[src/rtl/reg_to_axi_tmo_if.sv]
// Bus interfaces for reg_to_axi_tmo: a register request/response port and a
// single-beat AXI master port. Parameter names mirror the bridge parameters.
interface reg_to_axi_tmo_reg_if #(
    parameter int AddrWidth = 64,
    parameter int DataWidth = 64
);
    logic [AddrWidth-1:0]   reg_req_addr;
    logic [DataWidth-1:0]   reg_req_wdata;
    logic [DataWidth/8-1:0] reg_req_wstrb;
    logic                   reg_req_write;
    logic                   reg_req_valid;
    logic [DataWidth-1:0]   reg_rsp_rdata;
    logic                   reg_rsp_error;
    logic                   reg_rsp_ready;

    modport master (
        output reg_req_addr, reg_req_wdata, reg_req_wstrb, reg_req_write, reg_req_valid,
        input  reg_rsp_rdata, reg_rsp_error, reg_rsp_ready
    );
    modport slave (
        input  reg_req_addr, reg_req_wdata, reg_req_wstrb, reg_req_write, reg_req_valid,
        output reg_rsp_rdata, reg_rsp_error, reg_rsp_ready
    );
endinterface

interface reg_to_axi_tmo_axi_if #(
    parameter int AddrWidth = 64,
    parameter int DataWidth = 64,
    parameter int IdWidth   = 2
);
    logic [IdWidth-1:0]     axi_aw_id;
    logic [AddrWidth-1:0]   axi_aw_addr;
    logic [2:0]             axi_aw_size;
    logic                   axi_aw_valid;
    logic                   axi_aw_ready;
    logic [DataWidth-1:0]   axi_w_data;
    logic [DataWidth/8-1:0] axi_w_strb;
    logic                   axi_w_last;
    logic                   axi_w_valid;
    logic                   axi_w_ready;
    logic [IdWidth-1:0]     axi_b_id;
    logic [1:0]             axi_b_resp;
    logic                   axi_b_valid;
    logic                   axi_b_ready;
    logic [IdWidth-1:0]     axi_ar_id;
    logic [AddrWidth-1:0]   axi_ar_addr;
    logic [2:0]             axi_ar_size;
    logic                   axi_ar_valid;
    logic                   axi_ar_ready;
    logic [IdWidth-1:0]     axi_r_id;
    logic [DataWidth-1:0]   axi_r_data;
    logic [1:0]             axi_r_resp;
    logic                   axi_r_last;
    logic                   axi_r_valid;
    logic                   axi_r_ready;

    modport master (
        output axi_aw_id, axi_aw_addr, axi_aw_size, axi_aw_valid, input axi_aw_ready,
        output axi_w_data, axi_w_strb, axi_w_last, axi_w_valid, input axi_w_ready,
        input  axi_b_id, axi_b_resp, axi_b_valid, output axi_b_ready,
        output axi_ar_id, axi_ar_addr, axi_ar_size, axi_ar_valid, input axi_ar_ready,
        input  axi_r_id, axi_r_data, axi_r_resp, axi_r_last, axi_r_valid, output axi_r_ready
    );
    modport slave (
        input  axi_aw_id, axi_aw_addr, axi_aw_size, axi_aw_valid, output axi_aw_ready,
        input  axi_w_data, axi_w_strb, axi_w_last, axi_w_valid, output axi_w_ready,
        output axi_b_id, axi_b_resp, axi_b_valid, input axi_b_ready,
        input  axi_ar_id, axi_ar_addr, axi_ar_size, axi_ar_valid, output axi_ar_ready,
        output axi_r_id, axi_r_data, axi_r_resp, axi_r_last, axi_r_valid, input axi_r_ready
    );
endinterface

[src/rtl/reg_to_axi_tmo.sv]
// Register-bus to AXI bridge issuing one single-beat transaction per request.
// Optional wait-state timeout enabled by defining REG_TO_AXI_TIMEOUT_EN.
module reg_to_axi_tmo #(
    parameter int AxiDataWidth  = 64,
    parameter int AxiAddrWidth  = 64,
    parameter int AxiIdWidth    = 2,
    parameter int TimeoutCycles = 1024
) (
    input logic                  clk_i,
    input logic                  rst_i,
    reg_to_axi_tmo_reg_if.slave  reg_bus,
    reg_to_axi_tmo_axi_if.master axi
);
    localparam logic [2:0] AxiSize = 3'($clog2(AxiDataWidth / 8));

    typedef enum logic [2:0] {
        IDLE = 3'd0,
        WREQ = 3'd1,
        WRSP = 3'd2,
        RREQ = 3'd3,
        RRSP = 3'd4,
        DONE = 3'd5
    } state_t;

    state_t                    state_r, state_s;
    logic [AxiIdWidth-1:0]     tag_r, tag_s;
    logic [AxiIdWidth-1:0]     cur_tag_r, cur_tag_s;
    logic [AxiAddrWidth-1:0]   addr_r, addr_s;
    logic [AxiDataWidth-1:0]   wdata_r, wdata_s;
    logic [AxiDataWidth/8-1:0] wstrb_r, wstrb_s;
    logic                      aw_valid_r, aw_valid_s;
    logic                      w_valid_r, w_valid_s;
    logic                      ar_valid_r, ar_valid_s;
    logic                      rsp_ready_r, rsp_ready_s;
    logic                      rsp_error_r, rsp_error_s;
    logic [AxiDataWidth-1:0]   rsp_rdata_r, rsp_rdata_s;
    logic                      unused_r_last_s;

`ifdef REG_TO_AXI_TIMEOUT_EN
    localparam int CntWidth = $clog2(TimeoutCycles + 1);
    logic [CntWidth-1:0] cnt_r, cnt_s;
`endif

    assign unused_r_last_s = axi.axi_r_last;

    // Next-state and next-output computation for the bridge FSM.
    always_comb begin
        state_s     = state_r;
        tag_s       = tag_r;
        cur_tag_s   = cur_tag_r;
        addr_s      = addr_r;
        wdata_s     = wdata_r;
        wstrb_s     = wstrb_r;
        aw_valid_s  = aw_valid_r;
        w_valid_s   = w_valid_r;
        ar_valid_s  = ar_valid_r;
        rsp_ready_s = 1'b0;
        rsp_error_s = rsp_error_r;
        rsp_rdata_s = rsp_rdata_r;
        case (state_r)
            IDLE: begin
                if (reg_bus.reg_req_valid) begin
                    addr_s    = reg_bus.reg_req_addr;
                    wdata_s   = reg_bus.reg_req_wdata;
                    wstrb_s   = reg_bus.reg_req_wstrb;
                    cur_tag_s = tag_r;
                    tag_s     = tag_r + AxiIdWidth'(1);
                    if (reg_bus.reg_req_write) begin
                        state_s    = WREQ;
                        aw_valid_s = 1'b1;
                        w_valid_s  = 1'b1;
                    end else begin
                        state_s    = RREQ;
                        ar_valid_s = 1'b1;
                    end
                end else begin
                    state_s = IDLE;
                end
            end
            WREQ: begin
                // AW and W retire independently; both may complete in one cycle.
                if (aw_valid_r && axi.axi_aw_ready) begin
                    aw_valid_s = 1'b0;
                end else begin
                    aw_valid_s = aw_valid_r;
                end
                if (w_valid_r && axi.axi_w_ready) begin
                    w_valid_s = 1'b0;
                end else begin
                    w_valid_s = w_valid_r;
                end
                if (!aw_valid_s && !w_valid_s) begin
                    state_s = WRSP;
                end else begin
                    state_s = WREQ;
                end
            end
            WRSP: begin
                if (axi.axi_b_valid && (axi.axi_b_id == cur_tag_r)) begin
                    state_s     = DONE;
                    rsp_ready_s = 1'b1;
                    rsp_error_s = axi.axi_b_resp[1];
                    rsp_rdata_s = '0;
                end else begin
                    state_s = WRSP;
                end
            end
            RREQ: begin
                if (axi.axi_ar_ready) begin
                    ar_valid_s = 1'b0;
                    state_s    = RRSP;
                end else begin
                    state_s = RREQ;
                end
            end
            RRSP: begin
                if (axi.axi_r_valid && (axi.axi_r_id == cur_tag_r)) begin
                    state_s     = DONE;
                    rsp_ready_s = 1'b1;
                    rsp_error_s = axi.axi_r_resp[1];
                    rsp_rdata_s = axi.axi_r_data;
                end else begin
                    state_s = RRSP;
                end
            end
            DONE: begin
                state_s     = IDLE;
                rsp_error_s = 1'b0;
                rsp_rdata_s = '0;
            end
            default: begin
                state_s    = IDLE;
                aw_valid_s = 1'b0;
                w_valid_s  = 1'b0;
                ar_valid_s = 1'b0;
            end
        endcase
`ifdef REG_TO_AXI_TIMEOUT_EN
        cnt_s = '0;
        // Timeout overrides any handshake seen in the same cycle.
        if ((state_r != IDLE) && (state_r != DONE)) begin
            if (cnt_r == CntWidth'(TimeoutCycles - 1)) begin
                cnt_s       = cnt_r;
                state_s     = DONE;
                aw_valid_s  = 1'b0;
                w_valid_s   = 1'b0;
                ar_valid_s  = 1'b0;
                rsp_ready_s = 1'b1;
                rsp_error_s = 1'b1;
                rsp_rdata_s = '0;
            end else begin
                cnt_s = cnt_r + CntWidth'(1);
            end
        end else begin
            cnt_s = '0;
        end
`endif
    end

    // State and output registers with synchronous reset.
    always_ff @(posedge clk_i) begin
        if (rst_i) begin
            state_r     <= IDLE;
            tag_r       <= '0;
            cur_tag_r   <= '0;
            addr_r      <= '0;
            wdata_r     <= '0;
            wstrb_r     <= '0;
            aw_valid_r  <= 1'b0;
            w_valid_r   <= 1'b0;
            ar_valid_r  <= 1'b0;
            rsp_ready_r <= 1'b0;
            rsp_error_r <= 1'b0;
            rsp_rdata_r <= '0;
`ifdef REG_TO_AXI_TIMEOUT_EN
            cnt_r       <= '0;
`endif
        end else begin
            state_r     <= state_s;
            tag_r       <= tag_s;
            cur_tag_r   <= cur_tag_s;
            addr_r      <= addr_s;
            wdata_r     <= wdata_s;
            wstrb_r     <= wstrb_s;
            aw_valid_r  <= aw_valid_s;
            w_valid_r   <= w_valid_s;
            ar_valid_r  <= ar_valid_s;
            rsp_ready_r <= rsp_ready_s;
            rsp_error_r <= rsp_error_s;
            rsp_rdata_r <= rsp_rdata_s;
`ifdef REG_TO_AXI_TIMEOUT_EN
            cnt_r       <= cnt_s;
`endif
        end
    end

    assign reg_bus.reg_rsp_rdata = rsp_rdata_r;
    assign reg_bus.reg_rsp_error = rsp_error_r;
    assign reg_bus.reg_rsp_ready = rsp_ready_r;

    assign axi.axi_aw_id    = cur_tag_r;
    assign axi.axi_aw_addr  = addr_r;
    assign axi.axi_aw_size  = AxiSize;
    assign axi.axi_aw_valid = aw_valid_r;
    assign axi.axi_w_data   = wdata_r;
    assign axi.axi_w_strb   = wstrb_r;
    assign axi.axi_w_last   = 1'b1;
    assign axi.axi_w_valid  = w_valid_r;
    assign axi.axi_ar_id    = cur_tag_r;
    assign axi.axi_ar_addr  = addr_r;
    assign axi.axi_ar_size  = AxiSize;
    assign axi.axi_ar_valid = ar_valid_r;
    // Responses are drained everywhere except while the reg response is shown.
    assign axi.axi_b_ready  = (state_r != DONE);
    assign axi.axi_r_ready  = (state_r != DONE);
endmodule

[src/flat_wrapper.sv]
// flat-port wrapper written by rule: the top's interface ports become plain ports
module reg_to_axi_tmo_flat 
#(
    parameter int AxiDataWidth  = 64,
    parameter int AxiAddrWidth  = 64,
    parameter int AxiIdWidth    = 2,
    parameter int TimeoutCycles = 1024
)
  (clk_i, rst_i, reg_bus_reg_req_addr, reg_bus_reg_req_wdata, reg_bus_reg_req_wstrb, reg_bus_reg_req_write, reg_bus_reg_req_valid, reg_bus_reg_rsp_rdata, reg_bus_reg_rsp_error, reg_bus_reg_rsp_ready, axi_axi_aw_id, axi_axi_aw_addr, axi_axi_aw_size, axi_axi_aw_valid, axi_axi_aw_ready, axi_axi_w_data, axi_axi_w_strb, axi_axi_w_last, axi_axi_w_valid, axi_axi_w_ready, axi_axi_b_id, axi_axi_b_resp, axi_axi_b_valid, axi_axi_b_ready, axi_axi_ar_id, axi_axi_ar_addr, axi_axi_ar_size, axi_axi_ar_valid, axi_axi_ar_ready, axi_axi_r_id, axi_axi_r_data, axi_axi_r_resp, axi_axi_r_last, axi_axi_r_valid, axi_axi_r_ready);
  reg_to_axi_tmo_reg_if #(.AddrWidth(64), .DataWidth(64)) reg_bus_i ();
  reg_to_axi_tmo_axi_if #(.AddrWidth(64), .DataWidth(64), .IdWidth(2)) axi_i ();
  input logic clk_i;
  input logic rst_i;
  input wire logic [$bits(reg_bus_i.reg_req_addr)-1:0] reg_bus_reg_req_addr;
  input wire logic [$bits(reg_bus_i.reg_req_wdata)-1:0] reg_bus_reg_req_wdata;
  input wire logic [$bits(reg_bus_i.reg_req_wstrb)-1:0] reg_bus_reg_req_wstrb;
  input wire logic [$bits(reg_bus_i.reg_req_write)-1:0] reg_bus_reg_req_write;
  input wire logic [$bits(reg_bus_i.reg_req_valid)-1:0] reg_bus_reg_req_valid;
  output wire logic [$bits(reg_bus_i.reg_rsp_rdata)-1:0] reg_bus_reg_rsp_rdata;
  output wire logic [$bits(reg_bus_i.reg_rsp_error)-1:0] reg_bus_reg_rsp_error;
  output wire logic [$bits(reg_bus_i.reg_rsp_ready)-1:0] reg_bus_reg_rsp_ready;
  output wire logic [$bits(axi_i.axi_aw_id)-1:0] axi_axi_aw_id;
  output wire logic [$bits(axi_i.axi_aw_addr)-1:0] axi_axi_aw_addr;
  output wire logic [$bits(axi_i.axi_aw_size)-1:0] axi_axi_aw_size;
  output wire logic [$bits(axi_i.axi_aw_valid)-1:0] axi_axi_aw_valid;
  input wire logic [$bits(axi_i.axi_aw_ready)-1:0] axi_axi_aw_ready;
  output wire logic [$bits(axi_i.axi_w_data)-1:0] axi_axi_w_data;
  output wire logic [$bits(axi_i.axi_w_strb)-1:0] axi_axi_w_strb;
  output wire logic [$bits(axi_i.axi_w_last)-1:0] axi_axi_w_last;
  output wire logic [$bits(axi_i.axi_w_valid)-1:0] axi_axi_w_valid;
  input wire logic [$bits(axi_i.axi_w_ready)-1:0] axi_axi_w_ready;
  input wire logic [$bits(axi_i.axi_b_id)-1:0] axi_axi_b_id;
  input wire logic [$bits(axi_i.axi_b_resp)-1:0] axi_axi_b_resp;
  input wire logic [$bits(axi_i.axi_b_valid)-1:0] axi_axi_b_valid;
  output wire logic [$bits(axi_i.axi_b_ready)-1:0] axi_axi_b_ready;
  output wire logic [$bits(axi_i.axi_ar_id)-1:0] axi_axi_ar_id;
  output wire logic [$bits(axi_i.axi_ar_addr)-1:0] axi_axi_ar_addr;
  output wire logic [$bits(axi_i.axi_ar_size)-1:0] axi_axi_ar_size;
  output wire logic [$bits(axi_i.axi_ar_valid)-1:0] axi_axi_ar_valid;
  input wire logic [$bits(axi_i.axi_ar_ready)-1:0] axi_axi_ar_ready;
  input wire logic [$bits(axi_i.axi_r_id)-1:0] axi_axi_r_id;
  input wire logic [$bits(axi_i.axi_r_data)-1:0] axi_axi_r_data;
  input wire logic [$bits(axi_i.axi_r_resp)-1:0] axi_axi_r_resp;
  input wire logic [$bits(axi_i.axi_r_last)-1:0] axi_axi_r_last;
  input wire logic [$bits(axi_i.axi_r_valid)-1:0] axi_axi_r_valid;
  output wire logic [$bits(axi_i.axi_r_ready)-1:0] axi_axi_r_ready;
  assign reg_bus_i.reg_req_addr = reg_bus_reg_req_addr;
  assign reg_bus_i.reg_req_wdata = reg_bus_reg_req_wdata;
  assign reg_bus_i.reg_req_wstrb = reg_bus_reg_req_wstrb;
  assign reg_bus_i.reg_req_write = reg_bus_reg_req_write;
  assign reg_bus_i.reg_req_valid = reg_bus_reg_req_valid;
  assign reg_bus_reg_rsp_rdata = reg_bus_i.reg_rsp_rdata;
  assign reg_bus_reg_rsp_error = reg_bus_i.reg_rsp_error;
  assign reg_bus_reg_rsp_ready = reg_bus_i.reg_rsp_ready;
  assign axi_axi_aw_id = axi_i.axi_aw_id;
  assign axi_axi_aw_addr = axi_i.axi_aw_addr;
  assign axi_axi_aw_size = axi_i.axi_aw_size;
  assign axi_axi_aw_valid = axi_i.axi_aw_valid;
  assign axi_i.axi_aw_ready = axi_axi_aw_ready;
  assign axi_axi_w_data = axi_i.axi_w_data;
  assign axi_axi_w_strb = axi_i.axi_w_strb;
  assign axi_axi_w_last = axi_i.axi_w_last;
  assign axi_axi_w_valid = axi_i.axi_w_valid;
  assign axi_i.axi_w_ready = axi_axi_w_ready;
  assign axi_i.axi_b_id = axi_axi_b_id;
  assign axi_i.axi_b_resp = axi_axi_b_resp;
  assign axi_i.axi_b_valid = axi_axi_b_valid;
  assign axi_axi_b_ready = axi_i.axi_b_ready;
  assign axi_axi_ar_id = axi_i.axi_ar_id;
  assign axi_axi_ar_addr = axi_i.axi_ar_addr;
  assign axi_axi_ar_size = axi_i.axi_ar_size;
  assign axi_axi_ar_valid = axi_i.axi_ar_valid;
  assign axi_i.axi_ar_ready = axi_axi_ar_ready;
  assign axi_i.axi_r_id = axi_axi_r_id;
  assign axi_i.axi_r_data = axi_axi_r_data;
  assign axi_i.axi_r_resp = axi_axi_r_resp;
  assign axi_i.axi_r_last = axi_axi_r_last;
  assign axi_i.axi_r_valid = axi_axi_r_valid;
  assign axi_axi_r_ready = axi_i.axi_r_ready;
  reg_to_axi_tmo #(.AxiDataWidth(AxiDataWidth), .AxiAddrWidth(AxiAddrWidth), .AxiIdWidth(AxiIdWidth), .TimeoutCycles(TimeoutCycles)) u_core (.clk_i(clk_i), .rst_i(rst_i), .reg_bus(reg_bus_i), .axi(axi_i));
endmodule
[config.mk]
export PLATFORM = sky130hd
export DESIGN_NAME = reg_to_axi_tmo_flat
export DESIGN_NICKNAME = d
export VERILOG_FILES = /design/src/rtl/reg_to_axi_tmo_if.sv /design/src/rtl/reg_to_axi_tmo.sv /design/src/flat_wrapper.sv
export SDC_FILE = /design/constraint.sdc
export NUM_CORES = 1
export LEC_CHECK = 0
export BUFFER_PORTS_ARGS = -buffer_cell sky130_fd_sc_hd__buf_2
export CORE_AREA = 5 5 192 194
export DETAILED_ROUTE_END_ITERATION = 10
export DIE_AREA = 0 0 197 199
export PLACE_DENSITY = 0.6
export SYNTH_ARGS = -nofsm -noshare
export SYNTH_HDL_FRONTEND = slang
export SYNTH_SLANG_ARGS = --single-unit
[constraint.sdc]
create_clock -name clk_i -period 1.7 [get_ports clk_i]
set_clock_uncertainty 0.1 [all_clocks]
set_input_delay 0.085 -clock clk_i [delete_from_list [all_inputs] [get_ports clk_i]]
set_output_delay 0.085 -clock clk_i [all_outputs]
set_load 0.01 [all_outputs]
After elaboration in Yosys (flattened, before gate mapping)
Cells that the tools add are included.

Mux-type cells: 28. Equal/unequal tests: 14. Reduce and logical (&&, ||, !) cells: 15. $add $sub $neg: 1. Bitwise gates (word level): 2.

Operator list (number): one-hot mux 64 bit (3 select lines) (1); two-way mux 64 bit (2); one-hot mux 3 bit (5 select lines) (1); two-way mux 1 bit (14); one-hot mux 1 bit (3 select lines) (4); != test 2 bit, second input constant (4); OR reduction 4 bit (2); == test 3 x 2 -> 1 bit, second input constant (2); == test 3 bit, second input constant (2); two-way mux 2 bit (3); two-way mux 3 bit (2); AND reduction 3 bit (2); logical AND 1 bit (5); == test 2 bit (2); != test 2 x 1 -> 1 bit, second input constant (2); AND reduction 4 bit (1); == test 3 x 1 -> 1 bit, second input constant (1); zero test 3 bit (1); != test 3 bit, second input constant (1); nonzero test 3 bit (1); adder 2 x 1 -> 2 bit, second input constant (1); zero test 1 bit (2); NOT 1 bit (2); one-hot mux 1 bit (2 select lines) (1); AND reduction 2 bit (1).

Flip-flop bits (word level): 212. Input bits: 218. Logic and storage cells: 72. Output and inout port bits: 282.

Longest topological paths before layout
Gate-level depths: netlist of run 1.

Depth in word-level cells: 7. Gate-level depth with buffers: 7. Mapped depth without buffers: 4.

Least setup slack after synthesis of run 1
No wires, ideal clock.

Kind: register to register. Start point: register u_core.cur_tag_r[1], in the netlist u_core.axi.axi_ar_id[1]. End point: register u_core.rsp_rdata_r[10], in the netlist u_core.reg_bus.reg_rsp_rdata[10]. Buffers on the path: 2. Required time: 1.483 ns. Cell stages (with the launch flop): 7. Arrival: 1.504 ns. Clock period less this slack: 1.721 ns. Slack: -0.021 ns. Setup time: 0.117 ns. Path through: dfxtp_1 -> xnor2_1 -> nand4_2 -> o2111a_1 -> buf_6 -> buf_6 -> a22o_1.

Word-level cells in the longest chain between the ends: 4. Elaborated cells on any way between the ends: 7. Classes of those cells: eq/ne (4); reduce/logical (3).

RTL lines: from (decl) (RTL line reg_to_axi_tmo.sv:27) `logic [AxiIdWidth-1:0] cur_tag_r, cur_tag_s;`; from (signal assigned) (RTL line reg_to_axi_tmo.sv:181) `cur_tag_r <= cur_tag_s;`; == test 2 bit (on tied branches) (RTL line reg_to_axi_tmo.sv:117, reg_to_axi_tmo.sv:99); logical AND 1 bit (on tied branches) (RTL line reg_to_axi_tmo.sv:117, reg_to_axi_tmo.sv:99); != test 2 x 1 -> 1 bit (no line); AND reduction 3 bit (no line) *; to (signal assigned) (RTL line reg_to_axi_tmo.sv:190) `rsp_rdata_r <= rsp_rdata_s;`; to (decl) (RTL line reg_to_axi_tmo.sv:36) `logic [AxiDataWidth-1:0] rsp_rdata_r, rsp_rdata_s;`.

Mark *: on every way between the ends. The rest lies on a longest branch, timed or not. A chain may end at the register's enable or synchronous reset.

Final worst setup path of run 1
Start point: register u_core.state_r[2]. End point: register u_core.wdata_r[33], in the netlist u_core.axi.axi_w_data[33].

Word-level cells in the longest chain between the ends: 2.

RTL lines: from (decl) (RTL line reg_to_axi_tmo.sv:25) `state_t state_r, state_s;`; from (signal assigned) (RTL line reg_to_axi_tmo.sv:179) `state_r <= state_s;`; zero test 3 bit (RTL line reg_to_axi_tmo.sv:60) `case (state_r)`; AND reduction 2 bit (no line); to (signal assigned) (RTL line reg_to_axi_tmo.sv:183) `wdata_r <= wdata_s;`; to (decl) (RTL line reg_to_axi_tmo.sv:29) `logic [AxiDataWidth-1:0] wdata_r, wdata_s;`.

No other way between the ends.

==> flow_summary.json, run 1 <==
{
  "worstRegToRegCells": 7,
  "globalplace.congestion": 0.797,
  "yosysUniqueCellTypes": 32,
  "drc": 0,
  "critPathMaxFanout": 21,
  "cts.clk_slew.worst_paths_ns": 0.06,
  "whs_path_depth": 5,
  "power_density_nw_per_um2": 1010,
  "seqPwrFrac_pct": 41.0,
  "min_to": "u_core.reg_bus.reg_rsp_ready",
  "io_buffers": 489,
  "layout-drive-gt1-share_pct": 38.3,
  "worstPathCellList": "buf_6 > nor4b_4 > buf_4 > buf_4 > buf_12 > nand2_1 > a21oi_2",
  "first_pass_iters": 4,
  "max_freq_mhz": 591,
  "syn-cell-area_um2": 7910,
  "internal-power_mw": 9.83,
  "globalRouteOverflowTotal": 0,
  "grt_max_degree": 86,
  "totalNegativeSetupSlack_ns": 0,
  "start_kind": "register",
  "cts_sinks": 212,
  "grt_pass1_vias": 8466,
  "worst_slew_margin_rel_pct": 54.4,
  "synth-warning-count": 0,
  "wl_per_cell_um": 15.9,
  "fin_crit_ns": 1.69,
  "hp-class": "in -> reg",
  "routed_wl_um": 31600,
  "rsz0062_at_grt": "true",
  "fp.dieW_um": 197,
  "grt_pass1_wl_um": 45200,
  "synth_top_area_share_pct": 53.7,
  "drtIter0Drc": 315,
  "maxSlewViolCount": 0,
  "r2r_start": "u_core.state_r[2]",
  "placementRows": 69,
  "antenna_found_initial": 1,
  "yosys-top-cells-area": "dfxtp_1 54%, nand2_1 13%, a21oi_1 9.0%",
  "timing.rr.end": "u_core.axi.axi_w_data[33]",
  "post-route-period-util_pct": 99.6,
  "ant_nets": 0,
  "peakVddDrop_v": 0.000708,
  "crit_top_cell": "buf_4",
  "worst_pin_slew_ns": 0.684,
  "seq_area_frac_synth_pct": 53.7,
  "coreArea_um2": 35100,
  "setup_violations": 0,
  "power_leakage_nw": 6.45,
  "final_nets": 1736,
  "vias_per_cell": 4.25,
  "crit_buf_inv": 4,
  "syn_avg_cell_area_um2": 8.95,
  "reg2reg_slack_ns": 0.007,
  "synth_top_cell_by_area": "dfxtp_1",
  "cts_tree": "built",
  "crit_arrival_ns": 2.04,
  "clkPwrFrac_pct": 37.7,
  "dieArea_um2": 39200,
  "cpPeakStageDelay_ns": 0.36,
  "endpoint_kind": "register",
  "pwr-share-comb_pct": 21.3,
  "required_ns": 2.04,
  "critical_path_class": "reg -> reg",
  "critical-path-top-delay-family": "buffers and inverters",
  "clk_latency_ns": 0.51,
  "hold_viol": 0,
  "stdcell_count": 1994,
  "synthCells": 884,
  "hold_start": "axi_axi_r_id[1]",
  "status": "complete, no violations",
  "p_switching_mw": 3.74,
  "root_buffer": "clkbuf_16",
  "cts_buffers": 24,
  "slowest_stage": "dfxtp_4",
  "initial_utilization_pct": 22.6,
  "dieHeight_um": 199,
  "place.detailed.hpwl_um": 20600,
  "p_sw_share_pct": 27.6,
  "cts_max_level": 1,
  "syn2layout_area_growth_pct": 69.9,
  "track_usage_pct": 14.2,
  "timing.max_cap.violations": 0,
  "vias": 8469,
  "clk_path_buf_depth": 3,
  "synth_seq_cells": 212,
  "top_level_ports": 500,
  "dp.cells": 1731,
  "finalPower_mw": 13.6
}
[repair_timing]
action	in CTS	in global routing
hold endpoints to repair	209	0
endpoints found under the setup margin	67	147
setup buffers	0	8
resized for setup	7	23
hold buffers	211	0
pin swaps	1	18
cloned	0	3
[Yosys cell counts, drive strengths merged]
cell type  count
nor3b          1
xnor2          5
or4b           1
nand3b         1
nand2        283
a211oi         2
buf          114
nor2b          1
a31o           1
a31oi          1
a221oi         2
inv            4
a311oi         1
o21ai          5
xor2           1
and2           1
dfxtp        212
clkbuf        24
nand4          2
nand3          2
a22o          64
nor3           1
o32a           1
conb           2
nor2           6
o2111a         2
nor4b          1
a21oi        142
and2b          1
[metal layers]
layer | routed length (um) | vias up | part of all wire (%) | track usage [%]
met2 | 16100 | 320 | 51 | 25.7
met4 | 1090 | 0 | 3.5 | 5.44
met1 | 12100 | 3952 | 38 | 15.5
li1 | - | 4121 | - | -
met5 | 0 | - | 0 | 0
met3 | 2350 | 76 | 7.4 | 4.34
[layout make-up]
cell class / count / area [um2]
antenna: 1 / 2.50
clock buffer: 38 / 744
inverter: 4 / 15.0
timing repair buffer: 741 / 5070
fill: 3457 / 21600
clock inverter: 2 / 37.5
tap: 461 / 577
sequential: 212 / 4260
multi-input combinational: 535 / 2740
[cell families after synthesis]
logic type,count (synthesis),synth area share [%]
other,2,0.0950
and+or+nand+nor,301,15.2
AOI/OAI and AO/OA,221,17.5
DFF,212,53.7
buffers and inverters,142,12.8
xor gates and xnor gates,6,0.664
[tightest hold or removal path: cells and delay by family]
kind	cells	cell delay, ns
XOR/XNOR	1	0.08
AO/OA/AOI/OAI	1	0.08
AND/OR/NAND/NOR	1	0.11
buffers and inverters	2	0.23
[worst max path at each step]
stage | cells after the start | end | startpoint
global route | 7 | u_core.axi.axi_w_data[33] | u_core.state_r[1]
CTS | 4 | axi_axi_r_ready | u_core.state_r[1]
floorplan | 7 | u_core.axi.axi_ar_id[0] | u_core.state_r[0]
finish | 7 | u_core.axi.axi_w_data[33] | u_core.state_r[2]
detailed placement | 5 | u_core.reg_bus.reg_rsp_rdata[60] | u_core.state_r[2]
global placement | 5 | u_core.reg_bus.reg_rsp_rdata[58] | u_core.axi.axi_ar_id[0]
[registers in the layout, indices dropped and copies added, names as in the netlist]
signal	cells
u_core.reg_bus.reg_rsp_error	1
u_core.state_r	3
u_core.axi.axi_w_data	64
u_core.axi.axi_ar_id	2
u_core.reg_bus.reg_rsp_rdata	64
u_core.tag_r	2
u_core.axi.axi_w_valid	1
u_core.axi.axi_ar_valid	1
u_core.axi.axi_ar_addr	64
u_core.axi.axi_aw_valid	1
u_core.reg_bus.reg_rsp_ready	1
u_core.axi.axi_w_strb	8
[power groups by stage]
stage          clock [mW]  combinational, mW  sequential [mW]
2_1_floorplan           0               1.30             5.79
3_3_place_gp            0               2.28             5.64
3_5_place_dp            0               2.30             5.66
4_1_cts              5.32               2.70             5.56
5_1_grt              5.50               3.14             5.61
6_report             5.11               2.90             5.56
[placed cells by master, fill, tap and decap left out, types with 7 or more instances in the layout]
cell / n
buf_2: 486
buf_4: 23
buf_6: 10
dlygate4sd3_1: 211
clkbuf_8: 7
nand2_1: 281
clkbuf_16: 28
dfxtp_1: 207
conb_1: 7
a22o_1: 64
a21oi_1: 139
[metrics by stage]
stage / instance area (um2) / worst slack (ns) / hold WS [ns] / util [%]
finish: 13400 / 0.00687 / 0.0356 / 38.3
CTS: 13200 / 0.0109 / 0.0204 / 37.7
floorplan: 7930 / 0.00525 / 0.110 / -
detailed placement: 10300 / -0.0365 / 0.199 / 29.3
global route: 13400 / -0.0440 / 0.0526 / 38.3
global placement: 10300 / -0.00773 / 0.195 / 29.3
Power figures use the tool's default switching activity.
==> inputs of run 2 (changes only) <==
--- a/config.mk
+++ b/config.mk
@@ -5,11 +5,14 @@
 export SDC_FILE = /design/constraint.sdc
 export NUM_CORES = 1
 export LEC_CHECK = 0
+export ABC_AREA = 1
+export ABC_CLOCK_PERIOD_IN_PS = 1700
 export BUFFER_PORTS_ARGS = -buffer_cell sky130_fd_sc_hd__buf_2
 export CORE_AREA = 5 5 192 194
+export CTS_BUF_LIST = sky130_fd_sc_hd__clkbuf_2
 export DETAILED_ROUTE_END_ITERATION = 10
 export DIE_AREA = 0 0 197 199
-export PLACE_DENSITY = 0.6
+export PLACE_DENSITY = 0.63
 export SYNTH_ARGS = -nofsm -noshare
 export SYNTH_HDL_FRONTEND = slang
 export SYNTH_SLANG_ARGS = --single-unit
==> run 2 against run 1 <==
  * The flow now finishes with violations (negative setup slack)
  * Synthesized cell count is 36% higher
  * Area after synthesis is 12% higher
  * Final cell count is 37% higher
  * Core utilization is 28 points higher
  * Sequential share of layout area is 12 points lower
  * Critical path depth is 3 higher
  * Total power is 39% higher
  * First-iteration DRC count grew to 2.9 times the previous value
  * Die area stayed put
  * Global-route usage is 10 points higher
  * Design area is 72% higher
  * Flip-flop and latch count stayed put
==> flow_summary.json, run 2 <==
{
  "synthArstFlopShare_pct": 0,
  "synthAdderAreaFrac_pct": 0,
  "setup_violations": 208,
  "synth_top_cell_by_area": "dfxtp_1",
  "synthMuxAreaShare_pct": 0,
  "initial_utilization_pct": 25.2,
  "ant_nets": 0,
  "grt_pass1_vias": 13800,
  "synth-xor-area-share_pct": 0.199,
  "hold_start": "axi_axi_ar_ready",
  "drc": 0,
  "cts_buffers": 58,
  "cts_sinks": 212,
  "min_to": "u_core.state_r[0]",
  "synth-warning-count": 0,
  "clk_path_buf_depth": 3,
  "synthCells": 1201,
  "seq_area_um2": 4660,
  "max_freq_mhz": 477,
  "power_density_nw_per_um2": 817,
  "synth_top_area_share_pct": 48.1,
  "worst_slew_margin_rel_pct": 24.8,
  "synth_compound_area_share_pct": 13.0,
  "routed_wl_um": 65900,
  "reg2reg_slack_ns": -0.39,
  "final_nets": 2422,
  "start_kind": "register",
  "globalRouteOverflowTotal": 0,
  "syn_avg_cell_area_um2": 7.35,
  "multi_input_area_um2": 5910,
  "dieArea_um2": 39200,
  "drtIter0Drc": 917,
  "placementRows": 69,
  "peakVddDrop_v": 0.000710,
  "yosys-top-cells-area": "dfxtp_1 48%, nand2_1 18%, a21oi_1 11%",
  "grt_pass1_wl_um": 76300,
  "fp.dieW_um": 197,
  "worst_pin_slew_ns": 1.13,
  "timing.rr.end": "u_core.reg_bus.reg_rsp_rdata[60]",
  "required_ns": 2.48,
  "syn2layout_area_growth_pct": 163,
  "fin_crit_ns": 2.09,
  "vias_per_cell": 5.13,
  "track_usage_pct": 24.5,
  "place.detailed.hpwl_um": 23700,
  "first_pass_iters": 6,
  "final_common_cell": "dlygate4sd3_1",
  "rsz0062_at_grt": "true",
  "endpoint_kind": "register",
  "netlist_top_cells_count": "427 x nand2_1, 212 x dfxtp_1, 198 x a21oi_1",
  "io_buffers": 489,
  "status": "complete, but fails checks",
  "timing.max_cap.violations": 0,
  "synth_top_flop_cell": "dfxtp_1",
  "seq_area_frac_synth_pct": 48.1,
  "yosysUniqueCellTypes": 28,
  "critPathMaxFanout": 8,
  "hp-class": "in -> reg",
  "yosysMostFrequentCell": "nand2_1",
  "antenna_found_initial": 14,
  "vias": 14000,
  "maxSlewViolCount": 0,
  "finalPower_mw": 18.9,
  "power_leakage_nw": 10.2,
  "dieHeight_um": 199,
  "n_fill_cell": 2205,
  "post-route-period-util_pct": 123,
  "syn-cell-area_um2": 8820,
  "synth_seq_cells": 212,
  "worst_slack_ns": -0.394,
  "grt_max_degree": 78,
  "layout_common_cells": "425 x dlygate4sd3_1, 296 x buf_6, 232 x nand2_1",
  "yosys.area_share.simple_pct": 26.3,
  "violations": "negative setup slack",
  "cts.clk_slew.worst_paths_ns": 0.16,
  "totalNegativeSetupSlack_ns": -26.90,
  "worstRegToRegCells": 10,
  "layout-drive-gt1-share_pct": 64.2,
  "whs_path_depth": 7,
  "hold_viol": 0,
  "coreArea_um2": 35100,
  "critical_path_class": "reg -> reg",
  "top_level_ports": 500,
  "globalplace.congestion": 0.861,
  "root_buffer": "clkbuf_2",
  "cts_tree": "built",
  "synth_top_family_by_area": "simple AND/OR/NAND/NOR gates",
  "cts_max_level": 2,
  "wl_per_cell_um": 24.2,
  "clk_latency_ns": 0.95,
  "crit_arrival_ns": 2.88,
  "r2r_start": "u_core.axi.axi_ar_id[0]",
  "synth_edf_count": 0
}
-- run 2: area by class of cell --
cell class / instances / area share, %
flip-flops and latches: 212 / 20.1
repair buffers: 1098 / 49.0
clock inverters: 20 / 0.443
inverters: 21 / 0.405
clock buffers: 85 / 1.84
diodes: 19 / 0.205
multi-input cells: 813 / 25.5
well taps: 461 / 2.49
-- run 2: critical path, stage by stage, from the launching register on --
cell and delay [ns]:
dfxtp_4 0.37, buf_6 0.13, buf_6 0.12, or2_4 0.24
nand3_4 0.13, buf_12 0.14, nand2_8 0.13, buf_16 0.20
nand3_2 0.07, nand2_1 0.09, nor2_1 0.30
-- run 2: repair_timing --
item                                    4_1_cts  5_1_grt
gates cloned                                 18       42
hold endpoints to repair                    212        0
gates resized for setup                     616      661
hold buffers                                426        0
setup buffers                                35       51
endpoints found under the setup margin      290      388
pin swaps                                    26      132
-- run 2: metrics by stage --
step | cells | instance area [um2] | hold WS, ns | utilization [%] | setup WS (ns)
final | 2729 | 23200 | 0.111 | 66.1 | -0.394
after CTS | 2620 | 19400 | 0.00348 | 55.4 | -0.341
after detailed placement | 2037 | 11400 | 0.237 | 32.5 | 0.0153
after global routing | 2725 | 23200 | 0.0724 | 66.1 | -0.414
after floorplan | 1206 | 8840 | 0.129 | - | 0.114
after global placement | 2037 | 11400 | 0.234 | 32.5 | 0.0176
-- run 2: cells by family after synthesis --
family	Yosys count
and+or+nand+nor	583
xor gates and xnor gates	2
DFF	212
buffers and inverters	183
AOI/OAI and AO/OA	219
other	2
-- run 2: how the worst max path moves through the flow --
stage	start	end	slack (ns)	cells after the start
after floorplan	u_core.axi.axi_ar_id[0]	u_core.reg_bus.reg_rsp_rdata[10]	0.11	7
after global placement	u_core.axi.axi_ar_id[0]	u_core.reg_bus.reg_rsp_rdata[45]	0.02	9
after detailed placement	u_core.axi.axi_ar_id[0]	u_core.reg_bus.reg_rsp_rdata[52]	0.02	9
after CTS	u_core.state_r[1]	axi_axi_b_ready	-0.34	4
after global routing	u_core.axi.axi_ar_id[0]	u_core.reg_bus.reg_rsp_rdata[60]	-0.41	10
final	u_core.axi.axi_ar_id[0]	u_core.reg_bus.reg_rsp_rdata[60]	-0.39	10
-- run 2: routing by layer --
layer  wire [um]  vias up  part of all wire, %  GRT usage, %
met5           0        -                    0             0
met4        4820        0                  7.3          16.1
met3        6800      380                   10          8.67
met2       32500     1113                   49          43.7
met1       21800     6668                   33          24.1
li1            -     5847                    -             -
-- run 2: power by group --
group          internal (mW)  switching, mW  leakage [nW]
logic                   4.57           4.04          7.95
clock network           1.49           2.57         0.402
registers               5.61          0.642          1.84
